[src/rtl/fetch_ctrl_pkg.sv]
// Shared fetch-controller definitions: default address width, boot PC and
// the fetch FSM state encoding.
package fetch_ctrl_pkg;

  localparam int unsigned CPU_WIDTH_DEF = 64;
  localparam logic [63:0] RESET_PC_DEF  = 64'h0000_0000_8000_0000;

  typedef enum logic [2:0] {
    ST_IDLE  = 3'd0,
    ST_REQ   = 3'd1,
    ST_WAIT  = 3'd2,
    ST_OUT   = 3'd3,
    ST_FLUSH = 3'd4,
    ST_HALT  = 3'd5
  } state_e;

endpackage

[src/rtl/fetch_ctrl.sv]
// Instruction fetch controller: issues one imem request at a time, hands the
// fetched word to decode, and handles redirects, flushes and ebreak halt.
module fetch_ctrl
  import fetch_ctrl_pkg::*;
#(
  parameter int unsigned           CPU_WIDTH = CPU_WIDTH_DEF,
  parameter logic [CPU_WIDTH-1:0]  RESET_PC  = RESET_PC_DEF[CPU_WIDTH-1:0]
) (
  input  logic                 clk,
  input  logic                 rst,
  input  logic                 redirect_valid,
  input  logic [CPU_WIDTH-1:0] redirect_pc,
  input  logic                 ebreak_flag,
  output logic                 imem_req_valid,
  input  logic                 imem_req_ready,
  output logic [CPU_WIDTH-1:0] imem_req_addr,
  input  logic                 imem_rsp_valid,
  input  logic [31:0]          imem_rsp_data,
  output logic                 if_valid,
  input  logic                 if_ready,
  output logic [CPU_WIDTH-1:0] if_pc,
  output logic [31:0]          if_instr,
  output logic                 halted
);

  state_e                 state_q, state_d;
  logic [CPU_WIDTH-1:0]   pc_q, pc_d;
  logic [CPU_WIDTH-1:0]   pend_pc_q, pend_pc_d;
  logic                   pend_q, pend_d;
  logic [31:0]            instr_q, instr_d;
  logic [CPU_WIDTH-1:0]   redir_tgt;

  function automatic logic [CPU_WIDTH-1:0] align_word(input logic [CPU_WIDTH-1:0] a);
    return {a[CPU_WIDTH-1:2], 2'b00};
  endfunction

  always_ff @(posedge clk) begin
    if (rst) begin
      state_q   <= ST_IDLE;
      pc_q      <= RESET_PC;
      pend_q    <= 1'b0;
      pend_pc_q <= '0;
      instr_q   <= '0;
    end else begin
      state_q   <= state_d;
      pc_q      <= pc_d;
      pend_q    <= pend_d;
      pend_pc_q <= pend_pc_d;
      instr_q   <= instr_d;
    end
  end

  always_comb begin
    state_d   = state_q;
    pc_d      = pc_q;
    pend_d    = pend_q;
    pend_pc_d = pend_pc_q;
    instr_d   = instr_q;
    redir_tgt = align_word(redirect_pc);

    // ebreak wins over everything, including a redirect in the same cycle
    if (ebreak_flag) begin
      state_d = ST_HALT;
    end else begin
      case (state_q)
        ST_IDLE: begin
          if (redirect_valid) pc_d = redir_tgt;
          state_d = ST_REQ;
        end
        ST_REQ: begin
          if (redirect_valid) begin
            pend_pc_d = redir_tgt;
            pend_d    = 1'b1;
          end
          if (imem_req_ready) begin
            state_d = (pend_q || redirect_valid) ? ST_FLUSH : ST_WAIT;
          end
        end
        ST_WAIT: begin
          if (redirect_valid) begin
            if (imem_rsp_valid) begin
              pc_d    = redir_tgt;
              pend_d  = 1'b0;
              state_d = ST_REQ;
            end else begin
              pend_pc_d = redir_tgt;
              pend_d    = 1'b1;
              state_d   = ST_FLUSH;
            end
          end else if (imem_rsp_valid) begin
            instr_d = imem_rsp_data;
            state_d = ST_OUT;
          end
        end
        ST_OUT: begin
          if (redirect_valid) begin
            pc_d    = redir_tgt;
            state_d = ST_REQ;
          end else if (if_ready) begin
            pc_d    = pc_q + CPU_WIDTH'(4);
            state_d = ST_REQ;
          end
        end
        ST_FLUSH: begin
          // A redirect coinciding with the stale response is the newest target
          if (redirect_valid) pend_pc_d = redir_tgt;
          if (imem_rsp_valid) begin
            pc_d    = redirect_valid ? redir_tgt : pend_pc_q;
            pend_d  = 1'b0;
            state_d = ST_REQ;
          end
        end
        ST_HALT: state_d = ST_HALT;
        default: state_d = ST_IDLE;
      endcase
    end
  end

  assign imem_req_valid = (state_q == ST_REQ);
  assign imem_req_addr  = pc_q;
  assign if_valid       = (state_q == ST_OUT);
  assign if_pc          = pc_q;
  assign if_instr       = instr_q;
  assign halted         = (state_q == ST_HALT);

endmodule

[config.mk]
export PLATFORM = sky130hd
export DESIGN_NAME = fetch_ctrl
export DESIGN_NICKNAME = d
export VERILOG_FILES = /design/src/rtl/fetch_ctrl_pkg.sv /design/src/rtl/fetch_ctrl.sv
export SDC_FILE = /design/constraint.sdc
export NUM_CORES = 1
export LEC_CHECK = 0
export BUFFER_PORTS_ARGS = -buffer_cell sky130_fd_sc_hd__buf_2
export CORE_UTILIZATION = 32
export CTS_BUF_LIST = sky130_fd_sc_hd__clkbuf_16
export DETAILED_ROUTE_END_ITERATION = 16
export GPL_TIMING_DRIVEN = 1
export HOLD_SLACK_MARGIN = 0.1
export MAX_ROUTING_LAYER = met4
export PLACE_DENSITY = 0.58
export SYNTH_ARGS = -nofsm -noshare
export SYNTH_HDL_FRONTEND = slang
export SYNTH_SLANG_ARGS = --single-unit
[constraint.sdc]
create_clock -name clk -period 7.5 [get_ports clk]
set_input_delay 0 -clock clk [delete_from_list [all_inputs] [get_ports clk]]
set_output_delay 0 -clock clk [all_outputs]
set_load 0.1 [all_outputs]
Word level (Yosys, flattened, before mapping). Index checks and enable logic that the tools add are counted.

Register bits: 164. Input bits: 103. Output and inout bits: 163. Logic and storage cells: 66.

$add $sub $neg: 1. Eq/ne operators: 18. Mux-type cells: 26. Bitwise gates (word level): 2. Reduce and logical (&&, ||, !) cells: 13.

Operator list (count): $mux 64 (9); $pmux 64 s4 (1); $pmux 64 s2 (1); $add 64x3->64 const B (1); $mux 3 (9); $pmux 3 s6 (1); $reduce_and 4->1 (4); $ne 2x2->1 const B (6); $reduce_and 7->1 (1); $eq 3x2->1 const B (2); $eq 3x3->1 const B (2); $ne 3x2->1 const B (2); $ne 3x3->1 const B (2); $reduce_and 5->1 (1); $mux 1 (4); $ne 4x3->1 const B (1); $ne 4x4->1 const B (1); $reduce_bool 4->1 (1); $reduce_or 2->1 (2); $eq 3x1->1 const B (1); $logic_not 3->1 (1); $pmux 1 s3 (1); $reduce_bool 3->1 (1); $ne 2x1->1 const B (1); 3 further kinds (4).

Logic depth before layout (Yosys ltp).
Depth after elaboration: 5. Mapped depth: 10. Depth with buffers taken out: 7.

Least setup slack after synthesis. Ideal clock, no wire load.

Path kind: register -> register. Start point: register state_q[2]. End point: register pend_pc_q[10]. Setup time: 0.132 ns. Arrival time: 3.819 ns. Data required time: 7.368 ns. Slack: 3.549 ns. Cell stages (with the launch flop): 7. Buffers on the path: 2. Period minus slack after synthesis: 3.951 ns. Cell sequence: dfxtp_1 clkbuf_1 nor3_1 o21ai_1 clkbuf_1 nand2_1 a21oi_1.

Cells in the longest elaborated chain, start to end: 4. Elaborated cells between the ends (all ways): 9. Those cells by class: eq/ne (5); mux (1); reduce/logical (3).

Ends and longest elaborated chain: start: declaration (line fetch_ctrl.sv:26) `state_e state_q, state_d;`; start signal: assignment (line fetch_ctrl.sv:45) `state_q <= state_d;`; $eq 3x1->1 *; via imem_req_valid (line fetch_ctrl.sv:14) `output logic imem_req_valid,`; $reduce_or 2->1 (no line) *; $reduce_bool 2->1 (no line); $reduce_and 4->1 (no line); end signal: assignment (line fetch_ctrl.sv:48) `pend_pc_q <= pend_pc_d;`; end: declaration (line fetch_ctrl.sv:28) `logic [CPU_WIDTH-1:0] pend_pc_q, pend_pc_d;`.

Mark *: on every way through the listed nets, which the timed path passes. The rest lies on a longest branch. A chain may end at the register's enable or synchronous reset.

Worst setup path after layout.
Start point: register state_q[1]. End point: register pc_q[19] (netlist: if_pc[19]).

Cells in the longest elaborated chain, start to end: 3. Elaborated cells between the ends (all ways): 12. Those cells by class: eq/ne (8); mux (1); reduce/logical (3).

Ends and longest elaborated chain: $eq 3x2->1, or another cell as far along (line fetch_ctrl.sv:65) `case (state_q)`; $ne 3x2->1 (no line), or another cell as far along; $reduce_and 7->1 (no line); end signal: assignment (line fetch_ctrl.sv:46) `pc_q <= pc_d;`; end: declaration (line fetch_ctrl.sv:27) `logic [CPU_WIDTH-1:0] pc_q, pc_d;`.

Several ways; a longest one is shown, not always the timed one.

==> key figures <==
Outcome
  – Outcome: completed

Place
  – Routability cong.: 0.8694
  – DP HPWL: 20870 microns
  – Pre-CTS WS: 4.130 ns
  – Port buffer count: 263
  – DP Area: 10100 sq um

Pwr
  – VDD IR-drop max: 0.09581 mV
  – Flop pwr share: 39.1%
  – Power Dens Cells: 209.6 nW/um^2
  – Combinational power share: 23.5%
  – Clock power frac: 37.3%
  – P_sw: 0.0008987 W
  – Leakage: 4.650 nW
  – Pint: 0.001547 W
  – Power Total: 0.002446 W
  – Switching portion of total power: 36.75%

Final layout
  – Layout cells sized above 1: 23.71%
  – Nets: 1542
  – P&R area growth vs syn: 29.47%
  – Fillers: 2861
  – Commonest non-fill, non-tap cell in the layout: buf_2
  – Commonest cells after routing, fill and taps aside: 262 x buf_2, 240 x nand2_1, 164 x dfxtp_1
  – Fin area: 11670 sq um

Floorplanning
  – DIE AREA: 28840 sq um
  – Core area: 27780 sq um
  – Die Y-Extent: 169.8 microns
  – I/O pin total: 266
  – Num rows: 61
  – Die Span X: 169.8 microns
  – Initial core utilization: 32.44%

Clocking
  – Post-CTS sizing: 0
  – CTS max path bufs: 2
  – H-tree depth: 4
  – CTS tree: built
  – Worst skew pair latency: 0.44 ns
  – CTS root buf: clkbuf_16
  – Clock slew seen by the registers of the worst setup and hold paths: 0.07 ns
  – Num Clock Sinks: 164
  – TritonCTS Buffers: 17

Route
  – DRC: 0
  – Drt via density: 5.277
  – Drt pass-1 iters: 5
  – Met1 WL: 14640 microns
  – Met2 wire length: 14700 microns
  – Routed WL: 31930 microns
  – Via count: 9667
  – Antenna Nets Post-Route: 0
  – Routed wl met3: 1967 microns
  – Initial DRC count: 671
  – Highest metal used: met4
  – Avg WL per Cell: 17.43 microns

Synthesis
  – Post-Syn Nets: 1308
  – Flops & latches, synth: 164
  – Leading area contributor after synthesis: dfxtp_1
  – Top cell type's share of synthesized area: 36.42%
  – Ys Warns: 0
  – Netlist cell types: 77
  – Sequential fraction of the synthesis area: 36.42%
  – Post-synth EDFFs: 0
  – Synth Flop Type: dfxtp_1
  – Synth Instances: 1204
  – Synth area leaders: dfxtp_1 36%, nand2_1 10%, a21oi_1 8.2%
  – Syn avg cell area: 7.486 sq um
  – Syn Std Cell Area: 9014 sq um
  – Ys async rst share: 0%

Critical path
  – R2R setup slack: 4.11 ns
  – Crit path arrival time: 3.72 ns
  – Worst setup SP type: flop
  – Crit Path Max Fanout: 37
  – Nature of the critical path endpoint: flop
  – Required @ worst endpoint: 7.83 ns
  – Crit Path Class: reg2reg

Global routing
  – First-pass GRT wire length: 49140 microns
  – Overall Global Routing Usage: 22.31%
  – Total congestion overflow: 0
  – Vias in the first global route: 8880
  – Initial antenna violation count: 3
  – Pin count of the biggest net entering global routing: 88

Timing
  – Worst-margin pin slew: 1.193 ns
  – Fin. Hold Viols: 0
  – Final worst setup slack: 4.105 ns
  – Final TNS setup: 0 ns
  – Final worst path period share: 45.26%
  – Slew HR: 20.50%
  – Maximum clock rate: 294.6 MHz
  – Clk_skew: 0.01746 ns
  – Min Tclk post-route: 3.395 ns
  – Hold_ws: 0.1569 ns
  – RSZ-0062 raised after global routing: no
  – Final setup fails: 0
  – Slew Viols, Final: 0

Worst hold path
  – Type of the tightest min-delay check: in2reg

Job
  – Max-Cap Viols: 0
==> registers in the layout, indices dropped and copies added, names as in the netlist <==
signal / flops
pend_q: 1
pend_pc_q: 64
if_pc: 64
if_instr: 32
state_q: 3
==> cells by family (layout without fill, tap and decap cells) <==
family                   after synthesis  after routing  share of synthesized area, %
adder cells (fa/ha/maj)                1              1                        0.1388
other                                  0              3                             0
buffers and inverters                183            430                         10.62
XOR/XNOR                              11             11                         1.069
multiplexers                           8              8                        0.9023
AND/OR/NAND/NOR                      476            476                         25.71
flip-flops                           164            164                         36.42
AO/OA/AOI/OAI                        361            361                         25.14
==> power by group through the flow <==
stage | combinational (W) | clock (W) | sequential [W]
after detailed placement | 0.000534 | 0 | 0.000976
final | 0.000576 | 0.000913 | 0.000957
after CTS | 0.000576 | 0.000930 | 0.000956
after floorplan | 0.000315 | 0 | 0.00109
after global placement | 0.000531 | 0 | 0.000974
after global routing | 0.000606 | 0.000960 | 0.000963
==> area by class of cell <==
class / count / area, sq um / area share, %
multi-input cells: 857 / 4828 / 41.37
flip-flops and latches: 164 / 3283 / 28.13
repair buffers: 374 / 2395 / 20.52
well taps: 378 / 473.0 / 4.053
clock buffers: 17 / 425.4 / 3.645
clock inverters: 15 / 167.7 / 1.437
inverters: 24 / 90.09 / 0.7720
diodes: 3 / 7.507 / 0.06433
==> layer usage <==
metal	GRT usage (%)	vias up
li1	-	4738
met1	29.64	4535
met2	34.43	355
met3	4.116	39
met4	6.385	0
met5	-	-
==> worst max-delay path: stages, from the launching register on <==
cell and delay, ns:
dfxtp_1 0.72, nand3b_1 0.61, o21ai_0 0.24, buf_4 0.24, and2_2 0.47, buf_4 0.46
o311ai_0 0.22, o221a_2 0.27
==> Yosys cell counts, drive strengths merged, types with 7 or more instances <==
cell,count
nand2,241
dfxtp,164
a21oi,148
clkbuf,86
buf,73
o21ai,63
nor2,53
nand3,41
nor3,34
a31oi,25
inv,24
a22o,22
nand4,22
a22oi,20
nor4,16
a221oi,15
and3,15
and4,11
or4,9
a211oi,7
mux2i,7
xnor2,7
==> path summary, 6_finish.rpt <==
check	cells past startpoint	from	end
max	7	state_q[1]$_SDFFE_PP0P_	if_pc[19]$_SDFFE_PP0P_
min	5	imem_rsp_valid	state_q[0]$_SDFFE_PP0P_
max reg2reg	7	state_q[1]$_SDFFE_PP0P_	if_pc[19]$_SDFFE_PP0P_
min reg2reg	2	if_instr[14]$_SDFFE_PP0P_	if_instr[14]$_SDFFE_PP0P_
==> timing repair <==
item / in CTS / in global routing
hold buffers: 97 / 0
buffers inserted: 0 / 0
hold endpoints to repair: 159 / 0
==> per-stage QoR <==
step / instances / util (%)
floorplan: 1204 / -
global placement: 1700 / 36.35
detailed placement: 1700 / 36.35
CTS: 1829 / 41.98
global route: 1832 / 42.01
finish: 1832 / 42.01
No activity file was read; power rests on OpenSTA's default activity.
